**src/rtl/multiplier_axi4_lite_master.sv**
```systemverilog
// AXI4-Lite initiator running one multiply job on the multiplier slave:
// writes A, B, START, polls DONE with a bounded retry count, then reads P.
module multiplier_axi4_lite_master #(
    parameter logic [31:0] BASE_ADDR  = 32'h7c800000,
    parameter int unsigned POLL_LIMIT = 64,
    parameter int unsigned POLL_GAP   = 4
) (
    input  logic        M_AXI_ACLK,
    input  logic        M_AXI_ARESET,
    input  logic        cmd_valid,
    output logic        cmd_ready,
    input  logic [31:0] cmd_a,
    input  logic [31:0] cmd_b,
    output logic        res_valid,
    output logic [31:0] res_p,
    output logic [1:0]  res_err,
    output logic [31:0] M_AXI_AWADDR,
    output logic        M_AXI_AWVALID,
    input  logic        M_AXI_AWREADY,
    output logic [31:0] M_AXI_WDATA,
    output logic [3:0]  M_AXI_WSTRB,
    output logic        M_AXI_WVALID,
    input  logic        M_AXI_WREADY,
    input  logic [1:0]  M_AXI_BRESP,
    input  logic        M_AXI_BVALID,
    output logic        M_AXI_BREADY,
    output logic [31:0] M_AXI_ARADDR,
    output logic        M_AXI_ARVALID,
    input  logic        M_AXI_ARREADY,
    input  logic [31:0] M_AXI_RDATA,
    input  logic [1:0]  M_AXI_RRESP,
    input  logic        M_AXI_RVALID,
    output logic        M_AXI_RREADY
);

    localparam logic [31:0] OFF_A     = 32'h00;
    localparam logic [31:0] OFF_B     = 32'h04;
    localparam logic [31:0] OFF_START = 32'h08;
    localparam logic [31:0] OFF_P     = 32'h0C;
    localparam logic [31:0] OFF_DONE  = 32'h10;

    typedef enum logic [2:0] {
        IDLE, WR_A, WR_B, WR_START, RD_DONE, GAP, RD_P, RESP
    } state_t;

    state_t      state, state_next;
    logic        started;
    logic [31:0] a_q, b_q;
    logic [31:0] poll_cnt, gap_cnt;
    logic        b_hs, r_hs, poll_last;

    // started marks that the current state's transaction has been issued
    assign b_hs        = started && M_AXI_BVALID && M_AXI_BREADY;
    assign r_hs        = started && M_AXI_RVALID && M_AXI_RREADY;
    assign poll_last   = (poll_cnt + 32'd1) == POLL_LIMIT;
    assign M_AXI_WSTRB = 4'hF;

    always_ff @(posedge M_AXI_ACLK) begin
        if (M_AXI_ARESET) state <= IDLE;
        else              state <= state_next;
    end

    always_comb begin
        state_next = state;
        cmd_ready  = 1'b0;
        res_valid  = 1'b0;
        case (state)
            IDLE: begin
                cmd_ready = 1'b1;
                if (cmd_valid) state_next = WR_A;
            end
            WR_A:     if (b_hs) state_next = (M_AXI_BRESP != 2'b00) ? RESP : WR_B;
            WR_B:     if (b_hs) state_next = (M_AXI_BRESP != 2'b00) ? RESP : WR_START;
            WR_START: if (b_hs) state_next = (M_AXI_BRESP != 2'b00) ? RESP : RD_DONE;
            RD_DONE: begin
                if (r_hs) begin
                    if (M_AXI_RRESP != 2'b00)  state_next = RESP;
                    else if (M_AXI_RDATA[0])   state_next = RD_P;
                    else if (poll_last)        state_next = RESP;
                    else if (POLL_GAP == 0)    state_next = RD_DONE;
                    else                       state_next = GAP;
                end
            end
            GAP:  if ((gap_cnt + 32'd1) == POLL_GAP) state_next = RD_DONE;
            RD_P: if (r_hs) state_next = RESP;
            RESP: begin
                res_valid  = 1'b1;
                state_next = IDLE;
            end
            default: state_next = IDLE;
        endcase
    end

    always_ff @(posedge M_AXI_ACLK) begin
        if (M_AXI_ARESET) begin
            started       <= 1'b0;
            a_q           <= '0;
            b_q           <= '0;
            poll_cnt      <= '0;
            gap_cnt       <= '0;
            res_p         <= '0;
            res_err       <= '0;
            M_AXI_AWADDR  <= '0;
            M_AXI_AWVALID <= 1'b0;
            M_AXI_WDATA   <= '0;
            M_AXI_WVALID  <= 1'b0;
            M_AXI_BREADY  <= 1'b0;
            M_AXI_ARADDR  <= '0;
            M_AXI_ARVALID <= 1'b0;
            M_AXI_RREADY  <= 1'b0;
        end else begin
            case (state)
                IDLE: begin
                    started <= 1'b0;
                    if (cmd_valid) begin
                        a_q      <= cmd_a;
                        b_q      <= cmd_b;
                        poll_cnt <= '0;
                        gap_cnt  <= '0;
                    end
                end
                WR_A, WR_B, WR_START: begin
                    if (!started) begin
                        started       <= 1'b1;
                        M_AXI_AWVALID <= 1'b1;
                        M_AXI_WVALID  <= 1'b1;
                        M_AXI_BREADY  <= 1'b1;
                        case (state)
                            WR_A: begin
                                M_AXI_AWADDR <= BASE_ADDR + OFF_A;
                                M_AXI_WDATA  <= a_q;
                            end
                            WR_B: begin
                                M_AXI_AWADDR <= BASE_ADDR + OFF_B;
                                M_AXI_WDATA  <= b_q;
                            end
                            default: begin
                                M_AXI_AWADDR <= BASE_ADDR + OFF_START;
                                M_AXI_WDATA  <= 32'd1;
                            end
                        endcase
                    end else begin
                        // AW and W retire independently; B closes the phase
                        if (M_AXI_AWVALID && M_AXI_AWREADY) M_AXI_AWVALID <= 1'b0;
                        if (M_AXI_WVALID && M_AXI_WREADY)   M_AXI_WVALID  <= 1'b0;
                        if (b_hs) begin
                            M_AXI_BREADY <= 1'b0;
                            started      <= 1'b0;
                            if (M_AXI_BRESP != 2'b00) begin
                                res_err <= 2'b01;
                                res_p   <= '0;
                            end
                        end
                    end
                end
                RD_DONE, RD_P: begin
                    if (!started) begin
                        started       <= 1'b1;
                        M_AXI_ARVALID <= 1'b1;
                        M_AXI_RREADY  <= 1'b1;
                        M_AXI_ARADDR  <= BASE_ADDR + ((state == RD_P) ? OFF_P : OFF_DONE);
                    end else begin
                        if (M_AXI_ARVALID && M_AXI_ARREADY) M_AXI_ARVALID <= 1'b0;
                        if (r_hs) begin
                            M_AXI_RREADY <= 1'b0;
                            started      <= 1'b0;
                            if (M_AXI_RRESP != 2'b00) begin
                                res_err <= 2'b01;
                                res_p   <= '0;
                            end else if (state == RD_P) begin
                                res_err <= 2'b00;
                                res_p   <= M_AXI_RDATA;
                            end else if (!M_AXI_RDATA[0]) begin
                                poll_cnt <= poll_cnt + 32'd1;
                                gap_cnt  <= '0;
                                if (poll_last) begin
                                    res_err <= 2'b10;
                                    res_p   <= '0;
                                end
                            end
                        end
                    end
                end
                GAP: gap_cnt <= gap_cnt + 32'd1;
                default: ;
            endcase
        end
    end

endmodule

```
**config.mk**
```make
export PLATFORM = sky130hd
export DESIGN_NAME = multiplier_axi4_lite_master
export DESIGN_NICKNAME = d
export VERILOG_FILES = /design/src/rtl/multiplier_axi4_lite_master.sv
export SDC_FILE = /design/constraint.sdc
export NUM_CORES = 1
export LEC_CHECK = 0
export CAP_MARGIN = 15
export CORE_ASPECT_RATIO = 1.25
export CORE_MARGIN = 2
export CORE_UTILIZATION = 45
export CTS_CLUSTER_DIAMETER = 50
export CTS_CLUSTER_SIZE = 20
export DETAILED_ROUTE_END_ITERATION = 16
export PLACE_DENSITY = 0.84
export SLEW_MARGIN = 15
export SYNTH_ARGS = -nofsm -noshare
export SYNTH_HDL_FRONTEND = slang
export SYNTH_SLANG_ARGS = --single-unit
```
**constraint.sdc**
```tcl
create_clock -name M_AXI_ACLK -period 2.95 [get_ports M_AXI_ACLK]
set_input_delay 0.295 -clock M_AXI_ACLK [delete_from_list [all_inputs] [get_ports M_AXI_ACLK]]
set_output_delay 0.295 -clock M_AXI_ACLK [all_outputs]
set_load 0.03 [all_outputs]
```
==> results of run 1 <==
## cell usage in the layout (no fill, tap or decap), types with 12 or more instances in the layout
master           count
clkdlybuf4s50_1    196
a221oi_1            24
nand4_1             20
o21ai_2             30
or3_1               21
o21ai_0             62
clkbuf_16           21
a21oi_1            145
nor3_1              37
buf_4               54
a22oi_1             14
nor2_1             130
conb_1              51
dfxtp_1            203
xnor2_1             12
nand3_1             30
a31oi_1             22
nand2_1            247
## layer usage
layer / part of all wire, % / global-route usage, % / vias up
li1: - / - / 4927
met1: 38 / 25.2 / 4770
met2: 50 / 38.6 / 430
met3: 7.7 / 4.81 / 94
met4: 4.3 / 10.8 / 0
met5: 0 / 0 / -
## stage by stage
step	power, mW	util [%]	instances	hold slack (ns)	TNS [ns]
finish	10.4	57.8	1798	0.164	0
global route	10.9	57.8	1798	0.173	-0.00973
CTS	10.4	57.6	1795	0.156	0
detailed placement	7.67	54.4	1760	0.446	-0.170
global placement	7.59	54.4	1760	0.442	-0.0170
floorplan	6.27	-	1394	0.404	0
## worst max-delay path, cell delays in order, from the launching register on
cell	delay, ns
dfxtp_1	0.36
ha_1	0.21
nand3_2	0.13
or4_4	0.53
nor4_4	0.30
xnor2_1	0.16
and4_1	0.23
nand4_2	0.21
a21oi_4	0.28
buf_12	0.20
o21ai_0	0.10
## path summary, 6_finish.rpt
check | end | slack (ns) | cells after the start
worst max-delay path | res_p[27] | 0.15 | 10
worst min-delay path | poll_cnt[19] | 0.16 | 2
worst max register to register | res_p[27] | 0.15 | 10
worst min register to register | b_q[18] | 0.46 | 2
## sequential cells by signal, summed over array words and instances, names as in the netlist, 2 cells and up
signal        cells
M_AXI_WDATA      32
a_q              32
b_q              32
gap_cnt          32
poll_cnt         32
res_p            32
M_AXI_ARADDR      3
M_AXI_AWADDR      3
state             3
res_err           2
## logic make-up after synthesis
group	count (synthesis)	share of synthesized area, %
other	2	0.0727
adder cells (fa/ha/maj)	3	0.364
AND/OR/NAND/NOR	573	26.0
XOR/XNOR	19	1.61
flip-flops	209	40.5
AO/OA/AOI/OAI	350	21.3
multiplexers	8	0.800
buffers and inverters	181	9.31
## report_power, final
part / total [mW] / switching [mW] / leakage, nW / internal [mW]
Combinational: 4.11 / 2.66 / 2.64 / 1.46
Clock: 2.73 / 1.29 / 0.349 / 1.44
Sequential: 3.54 / 0.272 / 1.70 / 3.27
## cell type report
class	count	area, um^2
Clock buffer	23	553
Clock inverter	12	158
Fill cell	1946	9590
Inverter	9	33.8
Multi-Input combinational cell	1004	5410
Sequential cell	209	4190
Tap cell	288	360
Timing Repair Buffer	253	2430
## what timing repair did
action | CTS | global route
setup endpoints to repair | 0 | 35
hold buffers | 0 | 0
resized for setup | 0 | 10
setup buffers | 0 | 2
==> run metrics, run 1 <==
Detailed Routing Iterations Pass 1 5; Routability Congestion 0.901; Synth top cells by count nand2_1, dfxtp_1, a21oi_1; dominant cells by area after synthesis dfxtp_1, nand2_1, a21oi_1, nor2_1, buf_4; clock latency on the worst-skew pair roughly 0.5 ns; # clock sinks around 210; Synth Cell Area 10300 um^2; DR WL/cell roughly 16 um; #FFs+latches synth between 200 and 250; Starting Density ~45%; Post-synth top flop dfxtp_1; vias in the first global route around 9500; setup violators final 0; die area around 24000 um^2; CTS tree built; Tcrit/Tclk final a little over nine tenths; Worst Path Max Fanout 18; # IOs 249; GRT Resource Usage Total 22.0%; final wirelength around 29000 um; Pins Over Slew Limit 0; top-count cell post-synth nand2_1; DR vias approximately 10000; power per cell area 790 nW/um^2; HP Class input port to register; CP Capture Type register; start of the worst register-to-register path poll_cnt[0]; residual DRC count 0; HP Start M_AXI_ARESET; initial antenna violation count 0; f_max about 0.36 GHz; cells after synthesis approximately 1300; Port Buffers about 200; share of the synthesized area in the top cell type 40.5%; Critical Path RT roughly 3.4 ns; Final WS setup 0.146 ns; Synth cell types 73; row count just over 60; vias per inst around 5.7; Yosys Warn Count 0; layout cells sized above 1 between 10% and 20%; Worst-path clk slew ~0.08 ns; Ant. Diodes 0; Crit path arrival time 3.21 ns; VDD IR-drop max between 0.0007 and 0.0008 V; Avg Inst Size Synth about 7.7 um^2; maxcap violations 0; first-pass GRT wire length 45400 um; Worst Tran Pin Value 0.674 ns; Setup crit start kind register; GR Overflow Total 0; Setup Crit Path Kind register to register; status finished, final reports clean; Final nets approximately 1600; starting DRC count in detailed routing 1010; EDFF count, synth 0; width of the die 139 um; Slew HR between 50 and 60%; Clock Skew approximately 0.020 ns; minimum clock period between 2 and 3 ns; Crit. Startpoint poll_cnt[0]; Antenna Nets Post-Route 0; largest net degree at the start of global routing 106; P&R area growth vs syn 27.2%; root buf cell clkbuf_16; asr flop ratio synth 0%; placed cell area between 10000 and 15000 um^2; H-tree levels 1; pre-CTS WS -0.0882 ns; total CTS buffers 20; hpwl dp ~19000 um; Clock Path Buffers 3; cell taking the most area after synthesis dfxtp_1; sequential share of the synthesized area around two fifths; final hold violations 0; chip height between 150 and 200 um; P_leak between 4 and 5 nW; Core Footprint 22700 um^2; Finished Cell Area between 10000 and 15000 um^2
(Power assumes the default switching activity.)
==> inputs of run 2 (changes only) <==
--- a/config.mk
+++ b/config.mk
@@ -8,11 +8,11 @@
 export CAP_MARGIN = 15
 export CORE_ASPECT_RATIO = 1.25
 export CORE_MARGIN = 2
-export CORE_UTILIZATION = 45
+export CORE_UTILIZATION = 26
 export CTS_CLUSTER_DIAMETER = 50
 export CTS_CLUSTER_SIZE = 20
 export DETAILED_ROUTE_END_ITERATION = 16
-export PLACE_DENSITY = 0.84
+export PLACE_DENSITY = 0.57
 export SLEW_MARGIN = 15
 export SYNTH_ARGS = -nofsm -noshare
 export SYNTH_HDL_FRONTEND = slang
==> run 2 against run 1 <==
  * Power increased by 4.8%
  * Cell count increased by 13%
  * First-iteration DRC count decreased by 56%
  * Global-route usage decreased by 7.6 points
  * Largest cell class unchanged
  * Worst setup slack got worse by 0.033 ns
  * Worst hold slack got worse by 0.0075 ns
  * Sequential power about the same
==> run metrics, run 2 (same netlist as run 1, synthesis figures left out) <==
starting DRC count in detailed routing 449 (-56%); DR WL/cell 15.3 um (-3.7%); row count 81 (+31%); CP max stage delay 0.65 ns (+0.12 ns); DR vias 9905 (-3.1%); cells along the critical path nand4_1 -> or4_4 -> nor4_4 -> xnor2_1 -> and4_1 -> nand4_4 -> a21oi_4 -> clkbuf_16 -> o21ai_2; sw frac 39.7% (-0.92 points); Tcrit/Tclk final 96.1% (+1.1 points); Critical Path RT 3.37 ns (+0.02 ns); Ant. Diodes 0 (unchanged); CP Capture Type register; Routability Congestion 0.800 (-11%); Starting Density 26.4% (-19 points); Combinational Power Share 39.7% (about the same); hpwl dp 20700 um (+6.8%); die area 41300 um^2 (+71%); final core occ 35.0% (-23 points); Antenna Nets Post-Route 0 (unchanged); commonest non-fill, non-tap cell in the layout nand2_1; vias in the first global route 9524 (-0.042%); Psw 4.32 mW (+2.5%); Crit path arrival time 3.25 ns (+0.04 ns); P&R area growth vs syn 32.7%; Final WS setup 0.114 ns (-0.0326 ns); final wirelength 31000 um (+8.8%); initial antenna violation count 1 (+1); GR Overflow Total 0 (unchanged); layout cells sized above 1 11.9% (+1.5 points); final hold violations 0 (unchanged); Finished Cell Area 13700 um^2 (+4.3%); clock latency on the worst-skew pair 0.53 ns (+0.02 ns); largest net degree at the start of global routing 123 (+16%); Port Buffers 197 (unchanged); Final nets 1629 (+1.3%); root buf cell clkbuf_16; chip height 227 um (+31%); power per cell area 794 nW/um^2 (+0.50%); pre-CTS WS -0.198 ns (-0.110 ns); worst hold slack 0.157 ns (-0.00748 ns); setup violators final 0 (unchanged); Worst-path clk slew 0.07 ns (about the same); # IOs 249 (unchanged); placed cell area 12800 um^2 (+3.1%); minimum clock period 2.84 ns (+0.0326 ns); GR peak layer met2; placed insts 1984 (+13%); Clk pwr share 27.8% (+1.5 points); overall power 10.9 mW (+4.8%); Worst Path Max Fanout 8 (-10); GRT Resource Usage Total 14.4% (-7.6 points); sequential share of power 32.5% (-1.6 points); Clock Skew 0.0191 ns (-0.000661 ns); met3 usage 4.21% (-0.60 points); VDD IR-drop max 0.000571 V (-25%); Slew HR 53.4% (-1.2 points); Core Footprint 39100 um^2 (+72%); fill cell count 4096 (+110%); HP Class input port to register; residual DRC count 0 (unchanged); Detailed Routing Iterations Pass 1 5 (unchanged); number of cells in the finished layout apart from fillers 2031 (+13%); Clock Path Buffers 3 (unchanged); status finished, final reports clean; M2 GR Usage 26.0% (-13 points); CTS tree built; Pins Over Slew Limit 0 (unchanged); # clock sinks 209 (unchanged); first-pass GRT wire length 49200 um (+8.3%); Worst Tran Pin Value 0.698 ns (+0.0241 ns); slowest library cell on the worst path or4_4; Fin Setup TNS 0 ns (unchanged); H-tree levels 1 (unchanged); GR Util met1 16.2% (-9.1 points); vias per inst 4.88 (-14%); total CTS buffers 22 (+10%); maxcap violations 0 (unchanged); internal power 6.57 mW (+6.5%); Setup Crit Path Kind register to register; f_max 0.353 GHz (-1.2%); Setup crit start kind register; most frequent cells in the layout nand2_1, dfxtp_1, clkdlybuf4s50_1; P_leak 4.83 nW (+3.1%); width of the die 182 um (+31%)
-- run 2: cell types whose count changed in the layout (fill, tap and decap cells not counted), moves of 2 or more --
cell | previous run | this run
clkinv_4 | 0 | 2
clkinv_8 | 4 | 1
bufinv_16 | 0 | 2
buf_6 | 0 | 2
dfxtp_2 | 6 | 3
dfxtp_1 | 203 | 206
buf_4 | 54 | 68
ha_1 | 3 | 1
clkbuf_16 | 21 | 25
ha_2 | 0 | 2
-- run 2: path summary, 6_finish.rpt --
check	cells after the start	from	slack (ns)	endpoint
worst min-delay path	2	M_AXI_ARESET	0.16	M_AXI_ARVALID
worst max-delay path	9	poll_cnt[9]	0.11	res_p[15]
worst max register to register	9	poll_cnt[9]	0.11	res_p[15]
worst min register to register	2	a_q[7]	0.45	a_q[7]
-- run 2: power groups by stage --
| stage | sequential, mW | clock, mW | combinational, mW |
|---|---|---|---|
| after floorplan | 4.01 | 0 | 2.26 |
| after global placement | 3.58 | 0 | 4.23 |
| after detailed placement | 3.59 | 0 | 4.24 |
| after CTS | 3.53 | 3.12 | 4.27 |
| after global routing | 3.59 | 3.22 | 4.74 |
| final | 3.53 | 3.02 | 4.32 |
-- run 2: per-layer routing --
| layer | routed length (um) | vias to the layer above |
|---|---|---|
| li1 | - | 4958 |
| met1 | 12500 | 4629 |
| met2 | 15500 | 259 |
| met3 | 2150 | 57 |
| met4 | 771 | 2 |
| met5 | 13 | - |
-- run 2: repair_timing --
item | 4_1_cts | 5_1_grt
hold buffers | 0 | 0
pin swaps | 0 | 9
resized for setup | 1 | 12
buffers inserted | 0 | 5
endpoints found under the setup margin | 4 | 35
cloned | 0 | 3
-- run 2: final cells by class --
class / instances / area, um^2 / area share [%]
clock buffer: 27 / 621 / 4.53
clock inverter: 12 / 170 / 1.24
inverter: 9 / 33.8 / 0.247
multi-input combinational: 1004 / 5440 / 39.7
sequential: 209 / 4190 / 30.6
tap: 498 / 623 / 4.55
timing repair buffer: 272 / 2630 / 19.2
-- run 2: critical path: cells and delay by family, from the launching register on --
family                 cells  cell delay, ns
AO/OA/AOI/OAI              2            0.40
XOR/XNOR                   1            0.16
buffers and inverters      1            0.24
flip-flops                 1            0.38
AND/OR/NAND/NOR            5            1.55
